**src/rtl/shift_pkg.sv**
```systemverilog
// Shared types and helpers for the serial shift stage and its receiver (shift_rx).
// Holds the receiver FSM state type, the default word width and a counter-width helper.
package shift_pkg;

  typedef enum logic {
    HUNT = 1'b0,
    RECV = 1'b1
  } rx_state_t;

  localparam int SHIFT_BITS_DEF = 8;

  // Width of a counter or pointer that must index n distinct values; never below 1 bit.
  function automatic int cnt_width(input int n);
    return (n <= 2) ? 1 : $clog2(n);
  endfunction

endpackage

```
**src/rtl/shift_rx_fifo.sv**
```systemverilog
// Small output FIFO for shift_rx: push/full write side, valid/ready read side.
// The head word is held in a register so o_dout stays steady while stalled and keeps the last popped word when empty.
module shift_rx_fifo
  import shift_pkg::*;
#(
  parameter int W     = 8,
  parameter int DEPTH = 2
) (
  input  logic         clk,
  input  logic         rst_n,
  input  logic         i_push,
  input  logic [W-1:0] i_din,
  output logic         o_full,
  output logic         o_valid,
  input  logic         i_ready,
  output logic [W-1:0] o_dout
);

  localparam int PW = cnt_width(DEPTH);
  localparam int CW = cnt_width(DEPTH + 1);
  localparam logic [CW-1:0] FULL_CNT = CW'(DEPTH);
  localparam logic [CW-1:0] ONE_CNT  = CW'(1);

  logic [W-1:0]  r_mem [DEPTH];
  logic [PW-1:0] r_wr_ptr;
  logic [PW-1:0] r_rd_ptr;
  logic [CW-1:0] r_cnt;
  logic [W-1:0]  r_dout;

  logic          w_pop;
  logic          w_full;
  logic          w_wr;
  logic [PW-1:0] w_rd_ptr_nxt;
  logic [CW-1:0] w_cnt_nxt;
  logic [W-1:0]  w_dout_nxt;

  assign w_pop  = (r_cnt != '0) && i_ready;
  assign w_full = (r_cnt == FULL_CNT);
  // A full FIFO still accepts a word when the head leaves in the same cycle.
  assign w_wr   = i_push && (!w_full || w_pop);

  always_comb begin
    w_rd_ptr_nxt = r_rd_ptr;
    w_cnt_nxt    = r_cnt;
    w_dout_nxt   = r_dout;
    if (w_pop) begin
      w_rd_ptr_nxt = r_rd_ptr + PW'(1);
    end
    case ({w_wr, w_pop})
      2'b10:   w_cnt_nxt = r_cnt + ONE_CNT;
      2'b01:   w_cnt_nxt = r_cnt - ONE_CNT;
      default: w_cnt_nxt = r_cnt;
    endcase
    // Next head: the following stored entry, or the incoming word when it lands in an empty FIFO.
    if (w_pop) begin
      if (r_cnt > ONE_CNT) begin
        w_dout_nxt = r_mem[w_rd_ptr_nxt];
      end else if (w_wr) begin
        w_dout_nxt = i_din;
      end
    end else if ((r_cnt == '0) && w_wr) begin
      w_dout_nxt = i_din;
    end
  end

  always_ff @(posedge clk) begin
    if (w_wr) begin
      r_mem[r_wr_ptr] <= i_din;
    end
  end

  always_ff @(posedge clk or negedge rst_n) begin
    if (!rst_n) begin
      r_wr_ptr <= '0;
      r_rd_ptr <= '0;
      r_cnt    <= '0;
      r_dout   <= '0;
    end else begin
      if (w_wr) begin
        r_wr_ptr <= r_wr_ptr + PW'(1);
      end
      r_rd_ptr <= w_rd_ptr_nxt;
      r_cnt    <= w_cnt_nxt;
      r_dout   <= w_dout_nxt;
    end
  end

  assign o_full  = w_full;
  assign o_valid = (r_cnt != '0);
  assign o_dout  = r_dout;

endmodule

```
**src/rtl/shift_rx.sv**
```systemverilog
// Serial receiver: reassembles MSB-first words framed by eos, flags framing errors and buffers words in shift_rx_fifo.
// Optional saturating framing-error counter on err_cnt when SHIFT_RX_ERRCNT_EN is defined.
//   state | meaning
//   HUNT  | out of sync; discard bits until an eos marks a word boundary
//   RECV  | in sync; counting bits of the current word
module shift_rx
  import shift_pkg::*;
#(
  parameter int BITS  = SHIFT_BITS_DEF,
  parameter int DEPTH = 2
) (
  input  logic            clk,
  input  logic            rst_n,
  input  logic            bit_vld,
  input  logic            sin,
  input  logic            eos,
  output logic [BITS-1:0] out_data,
  output logic            out_valid,
  input  logic            out_ready,
  output logic            frm_err,
  output logic            ovf,
  output logic [7:0]      err_cnt
);

  localparam int BCW = cnt_width(BITS);
  localparam logic [BCW-1:0] LAST_BIT = BCW'(BITS - 1);

  rx_state_t       r_state;
  rx_state_t       w_state_nxt;
  logic [BCW-1:0]  r_bit_cnt;
  logic [BCW-1:0]  w_bit_cnt_nxt;
  logic [BITS-2:0] r_sreg;
  logic [BITS-2:0] w_sreg_nxt;
  logic [BITS-1:0] w_word;
  logic            w_push;
  logic            w_frm_err;
  logic            r_frm_err;
  logic            r_ovf;
  logic            w_full;
  logic            w_drop;

  always_ff @(posedge clk or negedge rst_n) begin
    if (!rst_n) begin
      r_state   <= HUNT;
      r_bit_cnt <= '0;
      r_sreg    <= '0;
      r_frm_err <= 1'b0;
    end else begin
      r_state   <= w_state_nxt;
      r_bit_cnt <= w_bit_cnt_nxt;
      r_sreg    <= w_sreg_nxt;
      r_frm_err <= w_frm_err;
    end
  end

  always_comb begin
    w_state_nxt   = r_state;
    w_bit_cnt_nxt = r_bit_cnt;
    w_sreg_nxt    = r_sreg;
    w_push        = 1'b0;
    w_frm_err     = 1'b0;
    w_word        = {r_sreg, sin};
    if (bit_vld) begin
      case (r_state)
        HUNT: begin
          if (eos) begin
            w_state_nxt   = RECV;
            w_bit_cnt_nxt = '0;
          end
        end
        RECV: begin
          w_sreg_nxt = w_word[BITS-2:0];
          if (eos) begin
            w_bit_cnt_nxt = '0;
            if (r_bit_cnt == LAST_BIT) begin
              w_push = 1'b1;
            end else begin
              w_frm_err = 1'b1;
            end
          end else if (r_bit_cnt == LAST_BIT) begin
            // Missing eos: boundary is lost, so wait for the next one.
            w_frm_err     = 1'b1;
            w_bit_cnt_nxt = '0;
            w_state_nxt   = HUNT;
          end else begin
            w_bit_cnt_nxt = r_bit_cnt + BCW'(1);
          end
        end
        default: w_state_nxt = HUNT;
      endcase
    end
  end

  shift_rx_fifo #(
    .W     (BITS),
    .DEPTH (DEPTH)
  ) u_fifo (
    .clk     (clk),
    .rst_n   (rst_n),
    .i_push  (w_push),
    .i_din   (w_word),
    .o_full  (w_full),
    .o_valid (out_valid),
    .i_ready (out_ready),
    .o_dout  (out_data)
  );

  assign w_drop = w_push && w_full && !(out_valid && out_ready);

  always_ff @(posedge clk or negedge rst_n) begin
    if (!rst_n) begin
      r_ovf <= 1'b0;
    end else if (w_drop) begin
      r_ovf <= 1'b1;
    end
  end

  assign frm_err = r_frm_err;
  assign ovf     = r_ovf;

`ifdef SHIFT_RX_ERRCNT_EN
  logic [7:0] r_err_cnt;

  always_ff @(posedge clk or negedge rst_n) begin
    if (!rst_n) begin
      r_err_cnt <= 8'h00;
    end else if (w_frm_err && (r_err_cnt != 8'hFF)) begin
      r_err_cnt <= r_err_cnt + 8'd1;
    end
  end

  assign err_cnt = r_err_cnt;
`else
  assign err_cnt = 8'h00;
`endif

endmodule
```
**config.mk**
```make
export PLATFORM = sky130hd
export DESIGN_NAME = shift_rx
export DESIGN_NICKNAME = d
export VERILOG_FILES = /design/src/rtl/shift_pkg.sv /design/src/rtl/shift_rx_fifo.sv /design/src/rtl/shift_rx.sv
export SDC_FILE = /design/constraint.sdc
export NUM_CORES = 1
export LEC_CHECK = 0
export ABC_CLOCK_PERIOD_IN_PS = 1800
export BUFFER_PORTS_ARGS = -buffer_cell sky130_fd_sc_hd__buf_2
export CORE_ASPECT_RATIO = 0.75
export CORE_UTILIZATION = 51
export DETAILED_ROUTE_END_ITERATION = 8
export MAX_ROUTING_LAYER = met4
export PLACE_DENSITY = 0.83
export SYNTH_ARGS = -nofsm -noshare
export SYNTH_HDL_FRONTEND = slang
export SYNTH_HIERARCHICAL = 1
export SYNTH_SLANG_ARGS = --single-unit
```
**constraint.sdc**
```tcl
create_clock -name clk -period 1.8 [get_ports clk]
set_input_delay 0.09 -clock clk [delete_from_list [all_inputs] [get_ports clk]]
set_output_delay 0.09 -clock clk [all_outputs]
set_load 0.05 [all_outputs]
```
==> metrics.md <==
| Metric | Value |
|---|---|
| Commonest cells post-synth | `dfrtp_1 (25), mux2i_1 (17), edfxtp_1 (16)` |
| Leak | `just over 1 nW` |
| Number of diodes | `0` |
| Vias in the first global route | `1172` |
| Reg2reg end | `u_fifo/o_dout[7]$_DFFE_PN0P_` |
| Worst Reg-to-Reg Cells | `8` |
| Max-slew violations | `0` |
| Internal power | `a little over 0.002 W` |
| Slowest stage delay, CP | `between 0.3 and 0.4 ns` |
| Vias per cell | `4.906` |
| Via Count | `~1100` |
| Post-Synth Adder-Cell Area | `0.04473` |
| Post-synth ARST share | `0.6098` |
| Sequential area share after synthesis | `0.5649` |
| TritonCTS clock tree | `built` |
| Logic gate share of total power | `0.385` |
| Crit path max fanout | `8` |
| Reg power frac | `0.401` |
| Gr ovfl total | `0` |
| Final-report setup violation count | `1` |
| Fin. Hold Viols | `0` |
| Max Clock Freq | `about 550 MHz` |
| Critical path, cell by cell | `ha_2 -> ha_4 -> ha_4 -> and3_4 -> nor2b_4 -> nand2_2 -> o21ai_4 -> mux2i_1` |
| RD Place Congestion | `0.7447` |
| # rows | `19` |
| Syn-to-layout area delta | `17.06%` |
| Net Sw Frac | `0.3899` |
| Peak supply drop | `between 0.0008 and 0.0009 V` |
| Top Layer Used | `met4` |
| Worst Path Arrival | `between 2 and 2.5 ns` |
| Pwr Total | `around 0.0034 W` |
| Post-synthesis cell count | `about 150` |
| Mux cell area share after synthesis | `0.1406` |
| Dpl hpwl | `between 2000 and 2500 µm` |
| Slowest stage cell on the critical path | `dfrtp_1` |
| Most frequent CP cell | `ha_4` |
| Power share of the clock group | `0.215` |
| Cell area power density | `about 1500 nW/µm²` |
| Routed wl met3 | `roughly 97 µm` |
| Pin count of the biggest net entering global routing | `26` |
| Final WS setup | `-0.003805 ns` |
| Nets@finish | `about 190` |
| Worst-path clk slew | `0.08 ns` |
| Drt total wl | `3214 µm` |
| Clock skew | `0.01122 ns` |
| EDFF count, synth | `16` |
| Commonest register cell after synthesis | `dfrtp_1` |
| Core ar. | `3661 µm²` |
| Dominant cell type by area after synthesis | `dfrtp_1` |
| Io pins | `25` |
| DRC marker count from the first detailed-route iteration | `64` |
| Flop2flop setup slack | `-0.004 ns` |
| Worst Max-Slew Pin Slew | `0.5574 ns` |
| CTS sink cnt | `between 40 and 50` |
| Unrepaired setup endpoints after global routing | `yes` |
| Global Route Usage Sum | `0.1856` |
| Post-synthesis compound-gate area fraction | `0.06709` |
| Crit path to | `u_fifo/o_dout[7]$_DFFE_PN0P_` |
| Die W | `around 74 µm` |
| Synth area leaders | `dfrtp_1 (32%), edfxtp_1 (25%), mux2i_1 (8.7%), mux2_4 (5.4%), ha_1 (4.5%)` |
| Share of post-route cells with drive strength above 1 | `0.3132` |
| Crit. End Element | `flop` |
| DRC Markers | `0` |
| Switching power total | `roughly 0.0013 W` |
| Die height | `roughly 56 µm` |
| Die area | `just over 4000 µm²` |
| Tcrit/Tclk final | `1.002` |
| Synth top area share | `0.3195` |
| Routed WL per cell | `around 14 µm` |
| Synth Cell Area | `about 2000 µm²` |
| Cell variety after synth | `31` |
| Failing checks | `setup timing` |
| Slew HR | `0.6284` |
| Initial Util | `0.5349` |
| Routed metal-1 wire length | `1518 µm` |
| Critical path class | `flop to flop` |
| H-tree levels | `2` |
| Fillers | `291` |
| Max-cap violation count | `0` |
| Tmin final | `between 1.5 and 2 ns` |
| Ys Warns | `6` |
| CTS buffer count | `5` |
| Clock insertion delay at the later pin of the skew report | `~0.30 ns` |
| Pre-antenna DRT Iters | `4` |
| Req. time, crit path | `2.00 ns` |
| CP startpoint | `r_bit_cnt[1]$_DFFE_PN0P_` |
| Top-count cell post-synth | `dfrtp_1` |
| Result of the run | `finished with violations` |
| Clock tree buffer depth | `2` |
| Reg-to-Reg Start | `r_bit_cnt[1]$_DFFE_PN0P_` |
| First-pass GRT wire length | `5326 µm` |
| Crit start category | `flop` |
| Number of buffers added on ports | `16` |
| XOR/XNOR share of the synthesized area | `0.01342` |
| Setup WS pre-CTS | `-0.07988 ns` |
| Mapped Avg Cell Area | `roughly 13 µm²` |
| DR WL met2 | `~1500 µm` |
| Simple-Gate Fraction of Synth Area | `0.09010` |
| Hold Path Class | `input port to flop` |
| Clock tree root buffer cell | `clkbuf_8` |
| Initial antenna violation count | `0` |
| Seq cells post-synth | `41` |
| Hold Slack | `~0.025 ns` |
| Post-route ant nets | `0` |
| Combinational family with the most area after synthesis | `multiplexers` |
## cells in the final DEF (no fill, tap or decap), drive strengths merged
cell	netlist	layout
a211o	1	1
a21oi	5	5
a221o	2	2
a31o	1	1
a31oi	2	2
and2b	3	3
and3	3	3
and4b	1	1
and4bb	2	2
buf	12	27
bufinv	0	1
clkbuf	0	6
clkinv	0	1
conb	1	8
dfrtp	25	25
dlygate4sd3	0	1
edfxtp	16	16
ha	7	7
inv	14	14
mux2	7	7
mux2i	17	17
nand2	13	13
nand2b	1	1
nor2	5	5
nor2b	1	1
o21ai	9	9
xnor2	3	3
## power groups by stage
| stage | clock network, W | logic (W) | registers, W |
|---|---|---|---|
| after floorplan | 0 | 0.000740 | 0.00163 |
| after global placement | 0 | 0.00120 | 0.00137 |
| after detailed placement | 0 | 0.00127 | 0.00138 |
| after CTS | 0.000739 | 0.00129 | 0.00136 |
| after global routing | 0.000781 | 0.00140 | 0.00139 |
| final | 0.000729 | 0.00131 | 0.00136 |
## logic make-up after synthesis
group	count (synthesis)
multiplexers	24
other	1
buffers and inverters	26
AND/OR/NAND/NOR	29
AO/OA/AOI/OAI	20
XOR/XNOR	3
flip-flops	41
adder cells (fa/ha/maj)	7
## worst min-delay path by stage
stage                      from  depth (start not counted)                            to
final                       sin                          1  u_fifo/r_mem[1][0]$_DFFE_PP_
after global routing        sin                          1  u_fifo/r_mem[1][0]$_DFFE_PP_
after CTS                   sin                          1  u_fifo/r_mem[1][0]$_DFFE_PP_
after detailed placement  rst_n                          1      r_bit_cnt[0]$_DFFE_PN0P_
after global placement    rst_n                          1      r_bit_cnt[0]$_DFFE_PN0P_
after floorplan           rst_n                          0             frm_err$_DFF_PN0_
## worst max-delay path: cells and delay by family, from the launching register on
kind | cells | cell delay [ns]
adders and majority gates | 3 | 0.44
AOI/OAI and AO/OA | 1 | 0.15
and+or+nand+nor | 3 | 0.46
DFF | 1 | 0.37
muxes | 1 | 0.28
## metal layers
layer  up-vias  GRT usage
met2        22     0.2896
li1        564          -
met4         0    0.08242
met5         -          -
met1       558     0.2225
met3         4    0.05435
## sequential cells by signal, summed over array words and instances (netlist names)
name / flops
frm_err: 1
u_fifo/r_wr_ptr: 1
u_fifo/o_dout: 8
u_fifo/r_mem: 16
r_bit_cnt: 3
u_fifo/r_rd_ptr: 1
r_state: 1
u_fifo/r_cnt: 2
ovf: 1
r_sreg: 7
## stage by stage
stage	setup TNS [ns]	util	cells	cell area [µm²]
after floorplan	0	-	158	1987
after global placement	0	0.5677	220	2078
after detailed placement	-0.5839	0.5677	220	2078
after CTS	-0.0003482	0.6077	229	2225
after global routing	-0.2257	0.6261	234	2292
final	-0.003805	0.6261	234	2292
## layout make-up
class / instances / area, µm² / share of cell area
clock buffers: 6 / 72.57 / 0.03166
clock inverters: 2 / 38.79 / 0.01692
inverters: 14 / 52.55 / 0.02293
multi-input cells: 91 / 784.5 / 0.3422
flip-flops and latches: 41 / 1106 / 0.4825
well taps: 52 / 65.06 / 0.02838
repair buffers: 28 / 172.7 / 0.07533
## timing repair
| action | in CTS | in global routing |
|---|---|---|
| endpoints found under the setup margin | 16 | 23 |
| resized for setup | 7 | 6 |
| buffers inserted | 0 | 5 |
| pin swaps | 1 | 2 |
| hold buffers | 1 | 0 |
| endpoints found under the hold margin | 25 | 0 |
No activity file was read; power rests on OpenSTA's default activity.
